$ cat config.mk
export PLATFORM = sky130hd
export DESIGN_NAME = mouse_cmd_sender
export DESIGN_NICKNAME = d
export VERILOG_FILES = /design/src/rtl/mouse_ps2_pkg.sv /design/src/rtl/ps2_line_sync.sv /design/src/rtl/mouse_cmd_sender.sv
export SDC_FILE = /design/constraint.sdc
export NUM_CORES = 1
export LEC_CHECK = 0
export CAP_MARGIN = 20
export CORE_AREA = 2 2 76 78
export DETAILED_ROUTE_END_ITERATION = 10
export DIE_AREA = 0 0 78 80
export PLACE_DENSITY_LB_ADDON = 0.25
export SYNTH_ARGS = -nofsm -noshare
export SYNTH_HDL_FRONTEND = slang
export SYNTH_SLANG_ARGS = --single-unit
$ cat constraint.sdc
create_clock -name clk -period 4.8 [get_ports clk]
set_clock_uncertainty 0.2 [all_clocks]
set_input_delay 0.96 -clock clk [delete_from_list [all_inputs] [get_ports clk]]
set_output_delay 0.96 -clock clk [all_outputs]
set_load 0.03 [all_outputs]
$ cat src/rtl/mouse_ps2_pkg.sv
// -----------------------------------------------------------------------------
// mouse_ps2_pkg
// Shared definitions for the PS/2 mouse host-to-device command path:
//   - ps2_state_e       : command sender FSM state encoding
//   - CMD_*             : common mouse command bytes
//   - PS2_FRAME_BITS    : number of device clock falling edges in one
//                         host-to-device frame (8 data + parity + stop + ack)
//   - odd_parity()      : parity bit that makes data+parity an odd count of 1s
// -----------------------------------------------------------------------------
package mouse_ps2_pkg;

  typedef enum logic [2:0] {
    ST_IDLE      = 3'd0,
    ST_INHIBIT   = 3'd1,
    ST_SEND      = 3'd2,
    ST_ACK       = 3'd3,
    ST_WAIT_IDLE = 3'd4
  } ps2_state_e;

  localparam logic [7:0] CMD_RESET         = 8'hFF;
  localparam logic [7:0] CMD_ENABLE_REPORT = 8'hF4;
  localparam logic [7:0] CMD_SET_RATE      = 8'hF3;

  localparam int unsigned PS2_FRAME_BITS = 11;

  function automatic logic odd_parity(input logic [7:0] data);
    return ~^data;
  endfunction

endpackage

$ cat src/rtl/ps2_line_sync.sv
// -----------------------------------------------------------------------------
// ps2_line_sync
// Brings the raw PS/2 clock and data line levels into the clk domain and
// detects falling edges of the synchronized PS/2 clock.
// Ports:
//   clk_i        system clock
//   rst_i        synchronous active-high reset (lines treated as idle-high)
//   ps2_clk_i    raw PS/2 clock line level
//   ps2_data_i   raw PS/2 data line level
//   clk_sync_o   synchronized PS/2 clock level
//   data_sync_o  synchronized PS/2 data level
//   clk_fall_o   one-cycle strobe on a synchronized 1->0 clock transition
// -----------------------------------------------------------------------------
module ps2_line_sync (
  input  logic clk_i,
  input  logic rst_i,
  input  logic ps2_clk_i,
  input  logic ps2_data_i,
  output logic clk_sync_o,
  output logic data_sync_o,
  output logic clk_fall_o
);

  logic clk_meta_q;
  logic clk_sync_q;
  logic clk_prev_q;
  logic data_meta_q;
  logic data_sync_q;

  // Two-flop synchronizers plus a delayed copy of the synchronized clock.
  // Reset to 1 so an idle bus never produces a spurious edge after reset.
  always_ff @(posedge clk_i) begin
    if (rst_i) begin
      clk_meta_q  <= 1'b1;
      clk_sync_q  <= 1'b1;
      clk_prev_q  <= 1'b1;
      data_meta_q <= 1'b1;
      data_sync_q <= 1'b1;
    end else begin
      clk_meta_q  <= ps2_clk_i;
      clk_sync_q  <= clk_meta_q;
      clk_prev_q  <= clk_sync_q;
      data_meta_q <= ps2_data_i;
      data_sync_q <= data_meta_q;
    end
  end

  assign clk_sync_o  = clk_sync_q;
  assign data_sync_o = data_sync_q;
  assign clk_fall_o  = clk_prev_q & ~clk_sync_q;

endmodule

$ cat src/rtl/mouse_cmd_sender.sv
// -----------------------------------------------------------------------------
// mouse_cmd_sender
// Sends one command byte from the host to a PS/2 mouse: inhibits the bus,
// requests to send, shifts out data/parity/stop on the device's clock, then
// samples the device acknowledge.
// Parameters:
//   INHIBIT_CYCLES  clk cycles the PS/2 clock is held low before the request
//   TIMEOUT_CYCLES  max clk cycles allowed between device clock falling edges
// Ports:
//   clk, rst                 system clock, synchronous active-high reset
//   cmd_valid/cmd_data       command byte offer
//   cmd_ready                high only while idle; accept = valid & ready
//   ps2_clk_in/ps2_data_in   raw PS/2 line levels
//   ps2_clk_oe/ps2_data_oe   1 = pull the line low, 0 = release
//   busy                     high whenever a transfer is in progress
//   done                     one-cycle pulse when a transfer ends
//   ack_ok                   valid with done: 1 = device acknowledged
//   err                      one-cycle pulse with done on NACK or timeout
// -----------------------------------------------------------------------------
module mouse_cmd_sender
  import mouse_ps2_pkg::*;
#(
  parameter int unsigned INHIBIT_CYCLES = 10000,
  parameter int unsigned TIMEOUT_CYCLES = 2000000
) (
  input  logic       clk,
  input  logic       rst,
  input  logic       cmd_valid,
  input  logic [7:0] cmd_data,
  output logic       cmd_ready,
  input  logic       ps2_clk_in,
  input  logic       ps2_data_in,
  output logic       ps2_clk_oe,
  output logic       ps2_data_oe,
  output logic       busy,
  output logic       done,
  output logic       ack_ok,
  output logic       err
);

  localparam int unsigned CNT_MAX = (INHIBIT_CYCLES > TIMEOUT_CYCLES) ?
                                    INHIBIT_CYCLES : TIMEOUT_CYCLES;
  localparam int          CNT_W   = $clog2(CNT_MAX + 1);

  localparam logic [CNT_W-1:0] INHIBIT_LAST = CNT_W'(INHIBIT_CYCLES - 1);
  localparam logic [CNT_W-1:0] TIMEOUT_LAST = CNT_W'(TIMEOUT_CYCLES - 1);
  localparam logic [CNT_W-1:0] CNT_ONE      = CNT_W'(1);

  // bit_cnt_q holds the number of falling edges already seen in SEND, so the
  // edge being handled is bit_cnt_q + 1.
  localparam logic [3:0] DATA_EDGES = 4'd8;
  localparam logic [3:0] PARITY_IDX = 4'(PS2_FRAME_BITS - 3);
  localparam logic [3:0] STOP_IDX   = 4'(PS2_FRAME_BITS - 2);

  ps2_state_e       state_q,   state_d;
  logic [7:0]       byte_q,    byte_d;
  logic             parity_q,  parity_d;
  logic [3:0]       bit_cnt_q, bit_cnt_d;
  logic [CNT_W-1:0] cyc_cnt_q, cyc_cnt_d;
  logic             clk_oe_q,  clk_oe_d;
  logic             data_oe_q, data_oe_d;
  logic             ack_q,     ack_d;
  logic             done_q,    done_d;
  logic             ack_ok_q,  ack_ok_d;
  logic             err_q,     err_d;
  logic             ready_q,   ready_d;
  logic             busy_q,    busy_d;

  logic clk_sync_s;
  logic data_sync_s;
  logic clk_fall_s;
  logic timeout_s;
  logic watched_s;

  ps2_line_sync u_line_sync (
    .clk_i       (clk),
    .rst_i       (rst),
    .ps2_clk_i   (ps2_clk_in),
    .ps2_data_i  (ps2_data_in),
    .clk_sync_o  (clk_sync_s),
    .data_sync_o (data_sync_s),
    .clk_fall_o  (clk_fall_s)
  );

  // A falling edge in the same cycle restarts the window, so it beats the timeout.
  assign timeout_s = (cyc_cnt_q == TIMEOUT_LAST) && !clk_fall_s;
  assign watched_s = (state_q == ST_SEND) || (state_q == ST_ACK) ||
                     (state_q == ST_WAIT_IDLE);

  // Next-state, line-drive and completion decode.
  always_comb begin
    state_d   = state_q;
    byte_d    = byte_q;
    parity_d  = parity_q;
    bit_cnt_d = bit_cnt_q;
    clk_oe_d  = clk_oe_q;
    data_oe_d = data_oe_q;
    ack_d     = ack_q;
    done_d    = 1'b0;
    ack_ok_d  = 1'b0;
    err_d     = 1'b0;

    case (state_q)
      ST_IDLE: begin
        clk_oe_d  = 1'b0;
        data_oe_d = 1'b0;
        bit_cnt_d = 4'd0;
        ack_d     = 1'b0;
        if (cmd_valid) begin
          byte_d   = cmd_data;
          parity_d = odd_parity(cmd_data);
          clk_oe_d = 1'b1;
          state_d  = ST_INHIBIT;
        end else begin
          state_d  = ST_IDLE;
        end
      end

      ST_INHIBIT: begin
        // Clock release and start bit switch in the same register update,
        // so both drivers are never seen active together.
        if (cyc_cnt_q == INHIBIT_LAST) begin
          clk_oe_d  = 1'b0;
          data_oe_d = 1'b1;
          state_d   = ST_SEND;
        end else begin
          clk_oe_d  = 1'b1;
          data_oe_d = 1'b0;
        end
      end

      ST_SEND: begin
        if (clk_fall_s) begin
          bit_cnt_d = bit_cnt_q + 4'd1;
          if (bit_cnt_q < DATA_EDGES) begin
            data_oe_d = ~byte_q[bit_cnt_q[2:0]];
          end else if (bit_cnt_q == PARITY_IDX) begin
            data_oe_d = ~parity_q;
          end else begin
            // Stop bit: release data and wait for the acknowledge edge.
            data_oe_d = 1'b0;
            state_d   = ST_ACK;
          end
        end else begin
          bit_cnt_d = bit_cnt_q;
        end
      end

      ST_ACK: begin
        if (clk_fall_s) begin
          ack_d   = ~data_sync_s;
          state_d = ST_WAIT_IDLE;
        end else begin
          ack_d   = ack_q;
        end
      end

      ST_WAIT_IDLE: begin
        if (clk_sync_s && data_sync_s) begin
          done_d   = 1'b1;
          ack_ok_d = ack_q;
          err_d    = ~ack_q;
          state_d  = ST_IDLE;
        end else begin
          state_d  = ST_WAIT_IDLE;
        end
      end

      default: begin
        clk_oe_d  = 1'b0;
        data_oe_d = 1'b0;
        state_d   = ST_IDLE;
      end
    endcase

    // Device went silent: abandon the transfer and report failure.
    if (timeout_s && watched_s) begin
      clk_oe_d  = 1'b0;
      data_oe_d = 1'b0;
      done_d    = 1'b1;
      ack_ok_d  = 1'b0;
      err_d     = 1'b1;
      state_d   = ST_IDLE;
    end else begin
      err_d     = err_d;
    end

    ready_d = (state_d == ST_IDLE);
    busy_d  = (state_d != ST_IDLE);
  end

  // Cycle counter: restarts on every state change and on every device clock
  // edge that the current state listens to; our own inhibit pulls the clock
  // low, so edges during INHIBIT must not stretch the inhibit time.
  always_comb begin
    if (state_d != state_q) begin
      cyc_cnt_d = {CNT_W{1'b0}};
    end else if (state_q == ST_IDLE) begin
      cyc_cnt_d = {CNT_W{1'b0}};
    end else if (clk_fall_s && (state_q != ST_INHIBIT)) begin
      cyc_cnt_d = {CNT_W{1'b0}};
    end else begin
      cyc_cnt_d = cyc_cnt_q + CNT_ONE;
    end
  end

  // State and output registers.
  always_ff @(posedge clk) begin
    if (rst) begin
      state_q   <= ST_IDLE;
      byte_q    <= 8'h00;
      parity_q  <= 1'b0;
      bit_cnt_q <= 4'd0;
      cyc_cnt_q <= {CNT_W{1'b0}};
      clk_oe_q  <= 1'b0;
      data_oe_q <= 1'b0;
      ack_q     <= 1'b0;
      done_q    <= 1'b0;
      ack_ok_q  <= 1'b0;
      err_q     <= 1'b0;
      ready_q   <= 1'b1;
      busy_q    <= 1'b0;
    end else begin
      state_q   <= state_d;
      byte_q    <= byte_d;
      parity_q  <= parity_d;
      bit_cnt_q <= bit_cnt_d;
      cyc_cnt_q <= cyc_cnt_d;
      clk_oe_q  <= clk_oe_d;
      data_oe_q <= data_oe_d;
      ack_q     <= ack_d;
      done_q    <= done_d;
      ack_ok_q  <= ack_ok_d;
      err_q     <= err_d;
      ready_q   <= ready_d;
      busy_q    <= busy_d;
    end
  end

  assign cmd_ready   = ready_q;
  assign busy        = busy_q;
  assign ps2_clk_oe  = clk_oe_q;
  assign ps2_data_oe = data_oe_q;
  assign done        = done_q;
  assign ack_ok      = ack_ok_q;
  assign err         = err_q;

endmodule

# [Word-level counts from Yosys, hierarchy flattened]
# Cells that the tools add are included.
# W data, S select, Z words.
[totals] latch_bits=0 register_bits=50 word_cells=93 rom_bits=0 ram_bits=0 in_bits=13 output_inout_bits=7 mem_count=0
[classes] n_mul=0 muxes=29 n_bitwise=9 eq_ne=11 reduce_logical=22 magnitude_cmp=2 shifts=0 add_sub_neg=2 n_div=0
[ops] op="$add A21 B1 Y21 const B" count=1
[ops] op="$eq A21 B14 Y1 const B" count=1
[ops] op="$eq A21 B21 Y1 const B" count=1
[ops] op="$mux W3" count=7
[ops] op="$mux W1" count=15
[ops] op="$pmux W3 S5" count=1
[ops] op="$not A1 Y1" count=8
[ops] op="$pmux W4 S2" count=1
[ops] op="$reduce_and A2 Y1" count=4
[ops] op="$reduce_or A4 Y1" count=2
[ops] op="$reduce_xnor A8 Y1" count=1
[ops] op="$eq A3 B2 Y1 const B" count=2
[ops] op="$logic_not A3 Y1" count=2
[ops] op="$pmux W1 S3" count=2
[ops] op="$add A4 B1 Y4 const B" count=1
[ops] op="$eq A4 B4 Y1 const B" count=1
[ops] op="$logic_and A1 B1 Y1" count=4
[ops] op="$lt A3 B4 Y1 const B" count=1
[ops] op="$lt A4 B4 Y1 const B" count=1
[ops] op="$mux W4" count=1
[ops] op="$ne A2 B2 Y1 const B" count=2
[ops] op="$reduce_bool A2 Y1" count=2
[ops] op="$reduce_or A2 Y1" count=2
[ops] op="$bmux W1 S3" count=1
[ops] op="10 further kinds" count=11

# [Depth between registers and ports, before layout]
[logic_depth] word_depth=8 depth_mapped=8 ltp_nobuf=7

# [Modules after synthesis]
# From an unflattened synthesis, not the netlist that was laid out.
[unflattened] hier_cells=271 area_unflattened_um2=2329.7
[modules_own_cells] mod="mouse_cmd_sender" instances=1 area_per_inst_um2=2192.1 cells_per_inst=260
[modules_own_cells] mod="ps2_line_sync" instances=1 area_per_inst_um2=137.6 cells_per_inst=11

# [Least setup slack after synthesis]
# OpenSTA, ideal clock, no wires.
[synth_path] kind="register to register" start="reg cyc_cnt_q[0]" end="reg cyc_cnt_q[10]" arrival_time_ns=1.661 n_path_buf=2 slack_ns=2.807 path_stages_with_launch=9 cell_sequence="dfxtp_1 > ha_1 > and4_1 > buf_2 > nand3_1 > or4_4 > nand2_2 > buf_6 > nor3_1"
[synth_between] elab_chain_len=6 elab_cells_between_ends=10 classes_between="1 x add/sub; 3 x eq/ne; 3 x mux; 3 x reduce/logical"
[synth_rtl] item="from (decl)" line_no="mouse_cmd_sender.sv:59" source="logic [CNT_W-1:0] cyc_cnt_q, cyc_cnt_d;"
[synth_rtl] item="from (signal assigned)" line_no="mouse_cmd_sender.sv:214" source="cyc_cnt_q <= {CNT_W{1'b0}};"
[synth_rtl] item="from (signal assigned)" line_no="mouse_cmd_sender.sv:228" source="cyc_cnt_q <= cyc_cnt_d;"
[synth_rtl] item="$eq A21 B14 Y1 / $eq A21 B21 Y1 (equally long branches)" line_no="mouse_cmd_sender.sv:122, mouse_cmd_sender.sv:86"
[synth_rtl] item="$mux W3 / $logic_and A1 B1 Y1 (equally long branches)" line_no="mouse_cmd_sender.sv:122, mouse_cmd_sender.sv:86"
[synth_rtl] item="$pmux W3 S5 / $logic_and A1 B1 Y1 (equally long branches)" line_no="mouse_cmd_sender.sv:103, mouse_cmd_sender.sv:177"
[synth_rtl] item="$mux W3" line_no="mouse_cmd_sender.sv:177" source="if (timeout_s && watched_s) begin"
[synth_rtl] item="$ne A3 B3 Y1" line_no="mouse_cmd_sender.sv:196" source="if (state_d != state_q) begin"
[synth_rtl] item="$reduce_or A4 Y1 (no line)"
# Parallel ways exist; a longest one is shown, timed or not.
# A chain may end at the register's enable or synchronous reset.

# [Worst setup path after layout]
[layout_path] start="in rst" end="reg cyc_cnt_q[19]"
[layout_between] elab_chain_len=1
[layout_rtl] item="from (decl)" line_no="mouse_cmd_sender.sv:27" source="input logic rst,"
[layout_rtl] item="$reduce_or A4 Y1 (no line)"
# Every way passes these cells.

==> impl_results.md <==
- Layout area overhead: 12.4%
- Min-delay src: u_line_sync.data_meta_q
- Post-CTS Hold Buffers: 0
- Synth Area in XOR/XNOR: 9.63%
- Compound-Gate Fraction of Synth Area: a little over a tenth
- Avg Inst Size Synth: 8.79 um^2
- Reg-to-reg endpoint: cyc_cnt_q[6]
- Most used DFF post-synth: dfxtp_1
- Hold path endpoint: u_line_sync.data_sync_o
- CTS tree: built
- CP peak stage delay: roughly 0.94 ns
- DRC Markers: 0
- Power Density: 278 nW/um^2
- CP top delay family: buffers and inverters
- Hold crit path type: reg2reg
- Final worst-path cycle share: 55.5%
- Fraction of registers with async set/reset: 0%
- Ports: 20
- Gate power share: under 10%
- Crit path buf inv count: 2
- Post-synth EDFFs: 0
- All-layer global routing usage: 16.6%
- Post-DP HPWL: 3.30 mm
- R2R Setup Slk: 2.43 ns
- Post-synthesis simple-gate area fraction: 28.9%
- Yosys top cell area share: 42.4%
- Seq/Total Area, Yosys: 42.4%
- FF-to-FF path depth: 5
- Placer Congestion: 0.835
- Worst EP arrival: approximately 2.6 ns
- DR vias: 1840
- Largest net degree at the start of global routing: 23
- Root Buffer: clkbuf_8
- Final nets: 301
- Synth area leaders: dfxtp_1 (42%), nand2_1 (5.9%), xnor2_1 (4.8%), xor2_1 (4.8%), a21oi_1 (4.2%)
- Mapped cell area: 2360 um^2
- Post-DRT Antenna Nets: 0
- Final setup fails: 0
- Max Cap Violations: 0
- Post-place setup slack: 1.81 ns
- Synth Warn #: 0
- Wire per inst: 13.1 um
- Max Slew Vio Count: 0
- Initial antenna violation count: 0
- Least-Margin Pin Slew: 0.731 ns
- Clock share of power: around 33%
- Cell variety after synth: ~50
- Util after Layout: 49.1%
- Sequential share of power: 58.3%
- Bufs on Longest Clock Path: 2
- CP Max Fanout: 22
- Vias in the first global route: between 1500 and 2000
- Cell-internal power: 0.000559 W
- Syn Inst Count: 269
- Hold path depth: 1
- Peak VDD IR: around 0.22 mV
- Layout cells sized above 1: 8.04%
- Main combinational cell family by area after synthesis: simple AND/OR/NAND/NOR gates
- #FFs+latches synth: 50
- Port Buffers: 19
- H-tree levels: 2
- Net Count, Synth: 285
- Grt total ovfl: 0
- Leakage power: 0.924 nW
- Post-CTS Setup Bufs: 0
- Synth area leader: dfxtp_1
- Final wirelength: between 4 and 5 mm
- Req. time, crit path: 4.77 ns
- ANT cells: 0
- Status: finished, final reports clean
- Setup CP Type: in2reg
- Cell Area, Placed: 2570 um^2
- Initial Util: 43.7%
- Pre-Repair DR Iteration Count: 6
- Die width: 78 um
- Post-CTS sizing: 0
- Switching share of power: 24.2%
- Multiplexer share of the synthesized area: under 10%
- Num Clock Sinks: 50
- Cts bufs inserted: 5
- Switch Pwr: 0.000179 W
- Max Clk Rate: 375 MHz
- Worst Setup End Kind: register
- DIE AREA: ~6200 um^2
- RSZ-0062 raised after global routing: false
- Headroom to the max-slew limit: 51.1%
- Final Hold Vio Count: 0
- Reg-to-reg startpoint: state_q[1]
- First-pass GRT wire length: 8.22 mm
- Die height: approximately 80 um
- DR vias/cell: 5.14
- Crit-path slowest cell: clkdlybuf4s50_1
- Clk_lat worst skew: approximately 0.3 ns
- Clock-pin slew on the worst setup and hold paths: 0.08 ns
- Setup WS post-layout: 2.14 ns
- Core ar.: around 5400 um^2
- Final setup TNS: 0 ns
- DR iter-0 viols: 159
- Cells along the critical path: clkdlybuf4s50_1 -> inv_1 -> nand2_1 -> nor3_1
- Critical path launch point type: primary input
- Fin crit period: approximately 2.7 ns
- Row Count: 27
- Final Instance Area: 2660 um^2
- Synthesized-area fraction occupied by adder cells: 1.59%
[through the flow]
stage	hold WS, ns	power [W]	std cells
2_1_floorplan	0.189	0.000484	269
3_3_place_gp	0.202	0.000506	350
3_5_place_dp	0.201	0.000507	350
4_1_cts	0.221	0.000746	358
5_1_grt	0.241	0.000770	358
6_report	0.220	0.000738	358
[per-layer routing]
| metal | up-vias | GRT usage (%) | routed length, um |
|---|---|---|---|
| met2 | 35 | 24.4 | 1990 |
| li1 | 969 | - | - |
| met4 | 0 | 6.49 | 58 |
| met1 | 830 | 23.6 | 2460 |
| met5 | - | 0 | 0 |
| met3 | 6 | 3.73 | 183 |
[flip-flops by register name (all words and copies together) (netlist names), 3 cells and up]
signal	cells
state_q	3
bit_cnt_q	4
cyc_cnt_q	21
byte_q	8
[final cells by class]
cell class | count | area, um^2
clock buffers | 6 | 72.6
clock inverters | 2 | 13.8
fillers | 555 | 2750
inverters | 8 | 30.0
multi-input cells | 201 | 1260
flip-flops and latches | 50 | 1000
well taps | 72 | 90.1
repair buffers | 19 | 190
[worst max-delay path by stage]
stage	end	cells after the start	startpoint	slack (ns)
after floorplan	cyc_cnt_q[10]	8	cyc_cnt_q[0]	2.81
after global placement	cyc_cnt_q[7]	4	rst	1.85
after detailed placement	cyc_cnt_q[9]	4	rst	1.81
after CTS	cyc_cnt_q[18]	4	rst	2.12
after global routing	cyc_cnt_q[18]	4	rst	1.93
final	cyc_cnt_q[19]	4	rst	2.14
[logic make-up after synthesis]
family | after synthesis
muxes | 3
buffers and inverters | 18
DFF | 50
and+or+nand+nor | 130
xor gates and xnor gates | 26
AOI/OAI and AO/OA | 39
adders and majority gates | 3
[power groups by stage]
stage	clock [W]	combinational [W]	sequential [W]
floorplan	0	0.0000424	0.000442
global placement	0	0.0000657	0.000440
detailed placement	0	0.0000662	0.000441
CTS	0.000248	0.0000665	0.000431
global route	0.000265	0.0000734	0.000432
finish	0.000242	0.0000659	0.000431
[Yosys cell counts, types with 5 or more instances]
master     n
xnor2_1   13
nand2_1   37
xor2_1    13
inv_1      8
clkbuf_1   5
nand4_1    9
or2_2      5
nor2_1    22
nand3_1   11
nor2b_1    5
nor3_1    20
dfxtp_1   50
a21oi_1   20
[cells in the final DEF (no fill, tap or decap), types with 3 or more instances in the layout]
| cell | Yosys | layout |
|---|---|---|
| a21oi_1 | 20 | 20 |
| and3_1 | 4 | 4 |
| clkbuf_8 | 2 | 5 |
| clkdlybuf4s50_1 | 0 | 19 |
| dfxtp_1 | 50 | 50 |
| ha_1 | 3 | 3 |
| inv_1 | 8 | 8 |
| nand2_1 | 37 | 37 |
| nand3_1 | 11 | 11 |
| nand4_1 | 9 | 9 |
| nor2_1 | 22 | 22 |
| nor2b_1 | 5 | 5 |
| nor3_1 | 20 | 20 |
| o21ai_0 | 4 | 4 |
| or2_2 | 5 | 5 |
| xnor2_1 | 13 | 13 |
| xor2_1 | 13 | 13 |
Note: power is estimated with default switching activity, not from simulation.
